[src/rtl/period_averager.sv]
// Block averager for period samples: sums 2^k unsigned periods and emits the
// truncated mean on an AXI-Stream style output, one result per block.
module period_averager #(
    parameter int AXIS_TDATA_WIDTH = 32
) (
    input  logic                        SYS_aclk,
    input  logic                        SYS_aresetn,
    input  logic [4:0]                  PA_log_count,
    input  logic                        PA_clear,
    input  logic                        S_AXIS_tvalid,
    input  logic [AXIS_TDATA_WIDTH-1:0] S_AXIS_tdata,
    output logic                        S_AXIS_tready,
    output logic                        M_AXIS_tvalid,
    output logic [AXIS_TDATA_WIDTH-1:0] M_AXIS_tdata,
    input  logic                        M_AXIS_tready,
    output logic [31:0]                 PA_result_count
);

    localparam int W  = AXIS_TDATA_WIDTH;
    localparam int AW = AXIS_TDATA_WIDTH + 16;

    typedef enum logic [1:0] {
        IDLE       = 2'd0,
        ACCUMULATE = 2'd1,
        OUTPUT     = 2'd2
    } state_t;

    // Block sizes beyond 2^16 would need a wider accumulator, so saturate k.
    function automatic logic [4:0] clamp_k(input logic [4:0] raw);
        if (raw > 5'd16) begin
            return 5'd16;
        end else begin
            return raw;
        end
    endfunction

    state_t          state_q, state_d;
    logic [4:0]      k_q, k_d;
    logic [AW-1:0]   acc_q, acc_d;
    logic [16:0]     cnt_q, cnt_d;
    logic            s_tready_q, s_tready_d;
    logic            m_tvalid_q, m_tvalid_d;
    logic [W-1:0]    m_tdata_q, m_tdata_d;
    logic [31:0]     result_count_q, result_count_d;

    logic            accept_s;
    logic            handshake_s;
    logic            last_s;
    logic            start_block_s;
    logic [AW-1:0]   sum_s;

    // Next-state computation for the block FSM, accumulator and output stage.
    always_comb begin
        state_d        = state_q;
        k_d            = k_q;
        acc_d          = acc_q;
        cnt_d          = cnt_q;
        m_tvalid_d     = m_tvalid_q;
        m_tdata_d      = m_tdata_q;
        start_block_s  = 1'b0;

        accept_s    = S_AXIS_tvalid & s_tready_q & ~PA_clear;
        handshake_s = m_tvalid_q & M_AXIS_tready;
        sum_s       = acc_q + {16'd0, S_AXIS_tdata};
        last_s      = ((cnt_q + 17'd1) == (17'd1 << k_q));

        if (handshake_s) begin
            result_count_d = result_count_q + 32'd1;
        end else begin
            result_count_d = result_count_q;
        end

        case (state_q)
            IDLE: begin
                start_block_s = 1'b1;
            end
            ACCUMULATE: begin
                if (accept_s && last_s) begin
                    m_tdata_d  = W'(sum_s >> k_q);
                    m_tvalid_d = 1'b1;
                    state_d    = OUTPUT;
                end else if (accept_s) begin
                    acc_d = sum_s;
                    cnt_d = cnt_q + 17'd1;
                end else begin
                    acc_d = acc_q;
                end
            end
            OUTPUT: begin
                if (handshake_s) begin
                    start_block_s = 1'b1;
                end else begin
                    start_block_s = 1'b0;
                end
            end
            default: begin
                start_block_s = 1'b1;
            end
        endcase

        // A clear overrides everything except the handshake count above.
        if (PA_clear || start_block_s) begin
            state_d    = ACCUMULATE;
            k_d        = clamp_k(PA_log_count);
            acc_d      = {AW{1'b0}};
            cnt_d      = 17'd0;
            m_tvalid_d = 1'b0;
        end else begin
            k_d = k_q;
        end

        s_tready_d = (state_d == ACCUMULATE);
    end

    // State register with asynchronous discard of all partial state.
    always_ff @(posedge SYS_aclk or negedge SYS_aresetn) begin
        if (!SYS_aresetn) begin
            state_q        <= IDLE;
            k_q            <= 5'd0;
            acc_q          <= {AW{1'b0}};
            cnt_q          <= 17'd0;
            s_tready_q     <= 1'b0;
            m_tvalid_q     <= 1'b0;
            m_tdata_q      <= {W{1'b0}};
            result_count_q <= 32'd0;
        end else begin
            state_q        <= state_d;
            k_q            <= k_d;
            acc_q          <= acc_d;
            cnt_q          <= cnt_d;
            s_tready_q     <= s_tready_d;
            m_tvalid_q     <= m_tvalid_d;
            m_tdata_q      <= m_tdata_d;
            result_count_q <= result_count_d;
        end
    end

    assign S_AXIS_tready   = s_tready_q;
    assign M_AXIS_tvalid   = m_tvalid_q;
    assign M_AXIS_tdata    = m_tdata_q;
    assign PA_result_count = result_count_q;

endmodule

[config.mk]
export PLATFORM = sky130hd
export DESIGN_NAME = period_averager
export DESIGN_NICKNAME = d
export VERILOG_FILES = /design/src/rtl/period_averager.sv
export SDC_FILE = /design/constraint.sdc
export NUM_CORES = 1
export LEC_CHECK = 0
export CAP_MARGIN = 40
export CORE_MARGIN = 5
export CORE_UTILIZATION = 35
export DETAILED_ROUTE_END_ITERATION = 16
export PLACE_DENSITY_LB_ADDON = 0.1
export SETUP_SLACK_MARGIN = 0.4
export SYNTH_ARGS = -nofsm -noshare
export SYNTH_HDL_FRONTEND = slang
export SYNTH_SLANG_ARGS = --single-unit
export TNS_END_PERCENT = 1
[constraint.sdc]
create_clock -name SYS_aclk -period 4 [get_ports SYS_aclk]
set_input_delay 0.6 -clock SYS_aclk [delete_from_list [all_inputs] [get_ports SYS_aclk]]
set_output_delay 0.6 -clock SYS_aclk [all_outputs]
set_load 0.005 [all_outputs]
* Word level (Yosys, flattened, before mapping)
Cells that the tools add are included.
** Word-level totals
- Flip-flop bits (word level) :: 138
- Bits of input ports :: 42
- Output and inout port bits :: 66
** Cells by class
- $add $sub $neg :: 3
- Order comparisons :: 1
- Eq/ne operators :: 5
- Shifts and indexed selects :: 2
- Multiplexer cells :: 17
- Bitwise operators :: 4
- Reduce and logical (&&, ||, !) cells :: 8
** Operator list (count)
- 2-to-1 mux 48 bit :: 4
- 2-to-1 mux 17 bit :: 4
- adder 48 x 32 -> 48 bit :: 1
- >> shifter 48 x 5 -> 32 bit :: 1
- adder 32 x 1 -> 32 bit (second input constant) :: 1
- adder 17 x 1 -> 17 bit (second input constant) :: 1
- == test 17 bit :: 1
- left shift 1 x 5 -> 17 bit (first input constant) :: 1
- 2-to-1 mux 2 bit :: 3
- nonzero test 2 bit :: 3
- greater-than comparator 5 bit (second input constant) :: 1
- 2-to-1 mux 5 bit :: 1
- == test 2 x 1 -> 1 bit (second input constant) :: 2
- 2-to-1 mux 1 bit :: 4
- AND reduction 2 bit :: 2
- bitwise AND 1 bit :: 3
- AND reduction 3 bit :: 1
- == test 2 bit (second input constant) :: 1
- inequality test 2 x 1 -> 1 bit (second input constant) :: 1
- one-hot mux 1 bit (2 select lines) :: 1
- logical AND 1 bit :: 1
- logical OR 1 bit :: 1
- NOT 1 bit :: 1

* Depth between registers and ports, before layout
Gate-level depths: netlist (run 1).
- Depth after elaboration :: 7
- Depth in mapped cells :: 16
- Depth with buffers taken out :: 13

* Least setup slack after synthesis (run 1)
No wires, ideal clock.
- Path kind :: input to register
- Start :: input S_AXIS_tdata[0]
- End :: register m_tdata_q[28], in the netlist M_AXIS_tdata[28]
- Data arrival time :: 3.700 ns
- Slack :: 0.174 ns
- Cell stages on the path :: 13
- Cells stage by stage :: ha_1 > fa_1 > a21o_1 > a221o_1 > a211o_1 > and3_1 > or3_1 > and2_1 > o22a_1 > o221a_2 > a211oi_1 > a21oi_1 > a221o_1
** Between the ends
- Longest elaborated chain between the ends :: 2
** Ends and longest elaborated chain
- start: declaration :: line 11 : input logic [AXIS_TDATA_WIDTH-1:0] S_AXIS_tdata,
- adder 48 x 32 -> 48 bit :: line 64 : sum_s = acc_q + {16'd0, S_AXIS_tdata};
- >> shifter 48 x 5 -> 32 bit :: line 79 : m_tdata_d = W'(sum_s >> k_q);
- end signal: assignment :: line 124 : m_tdata_q <= {W{1'b0}};
- end signal: assignment :: line 133 : m_tdata_q <= m_tdata_d;
- end: declaration :: line 43 : logic [W-1:0] m_tdata_q, m_tdata_d;
No other way between the ends.
A chain may end at the register's enable or synchronous reset.

* Worst setup path after layout (run 1)
- Start :: input S_AXIS_tdata[16]
- End :: register m_tdata_q[19], in the netlist M_AXIS_tdata[19]
Same word-level chain as after synthesis.

==> results of run 1 <==
## final cells by class
class | instances | area, µm² | share of cell area [%]
multi-input combinational | 1262 | 8870 | 51.6
timing repair buffer | 438 | 3620 | 21.1
sequential | 138 | 3460 | 20.1
tap | 455 | 569 | 3.31
clock buffer | 17 | 425 | 2.48
clock inverter | 15 | 133 | 0.772
inverter | 28 | 105 | 0.612
## routing by layer
metal  GRT usage [%]  share of wire, %  vias up
met5               0                 0        -
met4            7.57               3.2        0
met3            4.58               5.4       98
met2            41.4                48      427
met1            32.0                43     6551
li1                -                 -     6503
## power breakdown
| group | internal [mW] | switching (mW) | total (mW) | leakage [nW] |
|---|---|---|---|---|
| Sequential | 1.72 | 0.271 | 1.99 | 1.84 |
| Clock | 0.814 | 0.746 | 1.56 | 0.268 |
| Combinational | 3.91 | 4.40 | 8.31 | 5.14 |
## metrics by stage
step	instances	cell area, µm²
final	2353	17200
after global routing	2353	17200
after CTS	2342	16700
after detailed placement	2303	15900
after global placement	2302	15900
after floorplan	1537	12400
## placed cells by master, fill, tap and decap left out, types with 29 or more instances in the layout
| cell | Yosys | final |
|---|---|---|
| buf_4 | 12 | 325 |
| nand2_1 | 150 | 149 |
| dfrtp_1 | 138 | 136 |
| nor2_1 | 126 | 122 |
| o21ai_0 | 112 | 110 |
| clkdlybuf4s50_1 | 0 | 102 |
| nand3_1 | 96 | 96 |
| a21oi_1 | 91 | 81 |
| xnor2_1 | 64 | 60 |
| nor3_1 | 41 | 40 |
| mux2i_1 | 38 | 33 |
| o21ai_1 | 31 | 29 |
## state kept, by name, indices dropped and copies added (netlist names)
signal           cells
M_AXIS_tdata        32
M_AXIS_tvalid        1
PA_result_count     32
S_AXIS_tready        1
acc_q               48
cnt_q               17
k_q                  5
state_q              2
## how the worst max path moves through the flow
| stage | startpoint | endpoint | cells after the start |
|---|---|---|---|
| floorplan | S_AXIS_tdata[0] | M_AXIS_tdata[5] | 13 |
| global placement | S_AXIS_tdata[10] | M_AXIS_tdata[5] | 12 |
| detailed placement | S_AXIS_tdata[0] | M_AXIS_tdata[5] | 13 |
| CTS | acc_q[0] | M_AXIS_tdata[5] | 12 |
| global route | S_AXIS_tdata[18] | M_AXIS_tdata[13] | 17 |
| finish | S_AXIS_tdata[16] | M_AXIS_tdata[19] | 15 |
## timing repair
item | 4_1_cts | 5_1_grt
pin swaps | 19 | 28
buffers inserted | 7 | 11
resized for setup | 41 | 66
setup endpoints to repair | 32 | 101
## cell families (layout without fill, tap and decap cells)
group	Yosys count	after routing	share of synthesized area, %
AND/OR/NAND/NOR	576	576	23.0
multiplexers	65	65	6.36
buffers and inverters	137	498	4.93
flip-flops	138	138	28.0
adder cells (fa/ha/maj)	35	35	3.61
XOR/XNOR	95	95	7.13
AO/OA/AOI/OAI	491	491	27.0
==> results.yml, run 1 <==
global_route:
  grt_pass1_wl_um: 76000
  grt.total_usage_pct: 24.5
  grt-ovfl-total: 0
  grt_pass1_vias: 13300
  grt_max_degree: 122
  antenna_found_initial: 0
placed_design:
  hpwl_um: 38000
  gp_congestion: 0.985
  portBuffers: 107
  post-place-ws_ns: -0.548
power_and_ir_drop:
  power.density_nw_per_um2: 690
  p_total_mw: 11.9
  vdd_drop_max_uv: 370
  leakage_nw: 7.25
routing:
  vias: 13600
  vias_per_cell: 5.77
  antenna_left: 0
  post-route-drc-count: 0
  drt_pass1_iterations: 6
  post_drt_wl_per_cell_um: 20.9
  drt_iter0_markers: 1103
  wl_um: 49100
floorplan:
  num_rows: 68
  initial_utilization_pct: 35.6
  die_x_um: 198
  die_area_um2: 39200
  coreArea_um2: 34700
  io_pins: 108
  fp.dieH_um: 198
sta:
  clock.fmax_mhz: 260
  setup_viol: 0
  period_minus_slack_ns: 3.85
  drv_slew: 0
  holdWs_ns: 0.0398
  hold_violations: 0
  relSlewSlack_pct: 58.8
  rsz0062_at_grt: "true"
  setup-tns-final_ns: 0
  worst_pin_slew_ns: 0.617
  fin_worst_skew_ns: 0.0141
  worst_slack_ns: 0.154
  period_share_pct: 96.1
job:
  maxCapViolations: 0
logic_synthesis:
  syn_inst: 1537
  ys_ff_latch: 138
  syn_avg_cell_area_um2: 8.04
  synth_area_leaders: "dfrtp_1 28%, nand2_1 4.6%, o21ai_0 4.5%"
  synth_top_cell_by_area: "dfrtp_1"
  synth.most_common_cell: "nand2_1"
  synth_edf_count: 0
  synthTopCellsByCount: "150 x nand2_1, 138 x dfrtp_1, 126 x nor2_1"
  async_flop_share_pct: 100
  synth_top_area_share_pct: 28.0
  synth.net_count: 1614
  synth_ff_type: "dfrtp_1"
  seq_area_frac_synth_pct: 28.0
  synth.distinct_cells: 96
  ys.warnings.count: 0
  syn_area_um2: 12400
clock_network:
  cts_buffers: 17
  insertion_delay_ns: 0.45
  clock-root-buffer: "clkbuf_16"
  path_clk_slew_ns: 0.07
  clockBufferDepth: 2
  cts_hold_buf: 0
  ctsHtreeMaxLevel: 4
  tritoncts: "built"
  clock-sinks: 138
setup_path:
  end_kind: "register"
  required_ns: 4.36
  critPathBufInv: 3
  arrival_ns: 4.21
  worstRegToRegCells: 13
  cp_slowest_stage_delay_ns: 0.50
  critical_path_class: "in -> reg"
  ff2ff_setup_slack_ns: 0.16
  cpLargestDelayFamily: "compound AO/OA/AOI/OAI gates"
  reg2reg_to: "M_AXIS_tdata[12]"
  worstPathCellList: "clkdlybuf4s50_1, ha_4, buf_4, nand2_1, o21ai_1, nor4b_1, o31a_1, nor2_4, mux2i_1, a211o_1, buf_4, mux2_2, a22oi_1, o211ai_1, o211ai_1"
  cp_max_fo: 5
  slowest_stage: "clkdlybuf4s50_1"
  crit-reg2reg-launch: "acc_q[0]"
  start_kind: "primary input"
cells_and_area:
  area_growth_pct: 39.1
  final_util_pct: 49.5
  nNetsFinal: 1962
  drive_above_1_share_pct: 27.5
  antenna_cells: 0
  fill_cells: 3430
status:
  status: "completed"
min_path:
  hold_class: "in -> async"
Note: power is estimated with default switching activity, not from simulation.
==> run 2: changes to the inputs <==
--- a/config.mk
+++ b/config.mk
@@ -5,12 +5,12 @@
 export SDC_FILE = /design/constraint.sdc
 export NUM_CORES = 1
 export LEC_CHECK = 0
-export CAP_MARGIN = 40
 export CORE_MARGIN = 5
 export CORE_UTILIZATION = 35
 export DETAILED_ROUTE_END_ITERATION = 16
 export PLACE_DENSITY_LB_ADDON = 0.1
 export SETUP_SLACK_MARGIN = 0.4
+export SLEW_MARGIN = 15
 export SYNTH_ARGS = -nofsm -noshare
 export SYNTH_HDL_FRONTEND = slang
 export SYNTH_SLANG_ARGS = --single-unit
==> results.yml, run 2 (synthesis gave the netlist of run 1 again) <==
setup_path:
  worstPathCellList: "clkdlybuf4s50_1, ha_4, buf_4, nand2_1, buf_4, o21ai_0, a21oi_2, o31ai_4, o31ai_4, mux2i_1, or4b_1, mux4_2, nor3_2, a221o_1"
  arrival_ns: 4.19
  critical_path_class: "in -> reg"
  cp_slowest_stage_delay_ns: 0.57
  start_kind: "primary input"
  slowest_stage: "or4b_1"
  cpLargestDelayFamily: "compound AO/OA/AOI/OAI gates"
  ff2ff_setup_slack_ns: 0.27
  cp_max_fo: 4
  required_ns: 4.40
  critPathBufInv: 3
  end_kind: "register"
cells_and_area:
  layout.cells.most_common_list: "324 x buf_4, 145 x nand2_1, 136 x dfrtp_1"
  antenna_cells: 0
  largest-register: "acc_q"
  drive_above_1_share_pct: 29.9
  regArea_um2: 3460
  final_common_cell: "buf_4"
  area_growth_pct: 43.3
  multi_input_area_um2: 9350
  nNetsFinal: 1961
  final_util_pct: 51.0
  largest_reg_flops: 48
  design_area_um2: 17700
  fill_cells: 3381
floorplan:
  num_rows: 68
  die_x_um: 198
  io_pins: 108
  initial_utilization_pct: 35.6
  coreArea_um2: 34700
  fp.dieH_um: 198
  die_area_um2: 39200
routing:
  drt_iter0_markers: 981
  post-route-drc-count: 0
  vias_per_cell: 5.83
  wl_um: 49900
  drt_pass1_iterations: 6
  antenna_left: 0
  vias: 13700
  post_drt_wl_per_cell_um: 21.2
global_route:
  met3_usage_pct: 4.63
  grt_pass1_wl_um: 76100
  grt_max_degree: 122
  met2_usage_pct: 41.6
  grt_pass1_vias: 13400
  grt-ovfl-total: 0
  grt.total_usage_pct: 24.7
  grt_use_met1_pct: 31.9
  antenna_found_initial: 0
  grt_busiest_layer: "met2"
sta:
  setup_viol: 0
  period_share_pct: 94.7
  holdWs_ns: 0.220
  clock.fmax_mhz: 264
  hold_violations: 0
  drv_slew: 0
  rsz0062_at_grt: "true"
  worst_pin_slew_ns: 0.888
  period_minus_slack_ns: 3.79
  fin_worst_skew_ns: 0.0116
  relSlewSlack_pct: 40.8
clock_network:
  clock-root-buffer: "clkbuf_16"
  path_clk_slew_ns: 0.07
  clockBufferDepth: 2
  cts_hold_buf: 0
  clock-sinks: 138
  ctsHtreeMaxLevel: 4
  cts_buffers: 17
  insertion_delay_ns: 0.46
  tritoncts: "built"
power_and_ir_drop:
  vdd_drop_max_uv: 387
  power.density_nw_per_um2: 700
  p_total_mw: 12.4
  leakage_nw: 7.41
placed_design:
  hpwl_um: 37900
  place_area_um2: 15900
  portBuffers: 107
  gp_congestion: 0.985
min_path:
  hold_class: "in -> async"
job:
  maxCapViolations: 0
status:
  status: "completed"
[run 2: changes by cell type in the layout (fill, tap and decap cells not counted), sizes merged]
| cell | change |
|---|---|
| buf | -1 |
| bufinv | +3 |
| dlymetal6s2s | +7 |
| clkbuf | +1 |
| clkinv | -1 |
| clkdlybuf4s50 | -7 |
| inv | -4 |
[run 2: timing repair]
action / in CTS / in global routing
buffers inserted: 5 / 13
pin swaps: 17 / 50
endpoints found under the setup margin: 32 / 74
gates resized for setup: 40 / 146
[run 2: metrics by stage]
step / std cells / setup WS [ns] / setup TNS [ns]
floorplan: 1537 / 0.223 / 0
global route: 2351 / 0.126 / 0
detailed placement: 2302 / -0.556 / -13.55
finish: 2351 / 0.211 / 0
global placement: 2302 / -0.531 / -12.79
CTS: 2338 / 0.163 / 0
[run 2: cell type report]
cell class,count,area share (%)
Clock buffer,18,2.42
Clock inverter,13,0.954
Inverter,28,0.594
Multi-Input combinational cell,1262,52.8
Sequential cell,138,19.5
Tap cell,455,3.22
Timing Repair Buffer,437,20.4
[run 2: worst paths after layout]
check,startpoint,cells after the start,endpoint
max,S_AXIS_tdata[15],14,M_AXIS_tdata[26]
max reg2reg,acc_q[0],12,M_AXIS_tdata[5]
min,SYS_aresetn,1,cnt_q[2]
min in group SYS_aclk,PA_result_count[31],1,PA_result_count[31]
max in group asynchronous,SYS_aresetn,2,M_AXIS_tdata[9]
min reg2reg,PA_result_count[31],1,PA_result_count[31]
[run 2: report_power, final]
| part | switching, mW | leakage (nW) | internal [mW] | total (mW) |
|---|---|---|---|---|
| logic | 4.54 | 5.28 | 4.15 | 8.69 |
| clock network | 0.693 | 0.285 | 0.982 | 1.68 |
| registers | 0.309 | 1.84 | 1.72 | 2.03 |
[run 2: per-layer routing]
layer	part of all wire, %	vias up
met5	0	-
met4	3.5	0
met3	5.3	105
met2	48	451
met1	43	6678
li1	-	6477
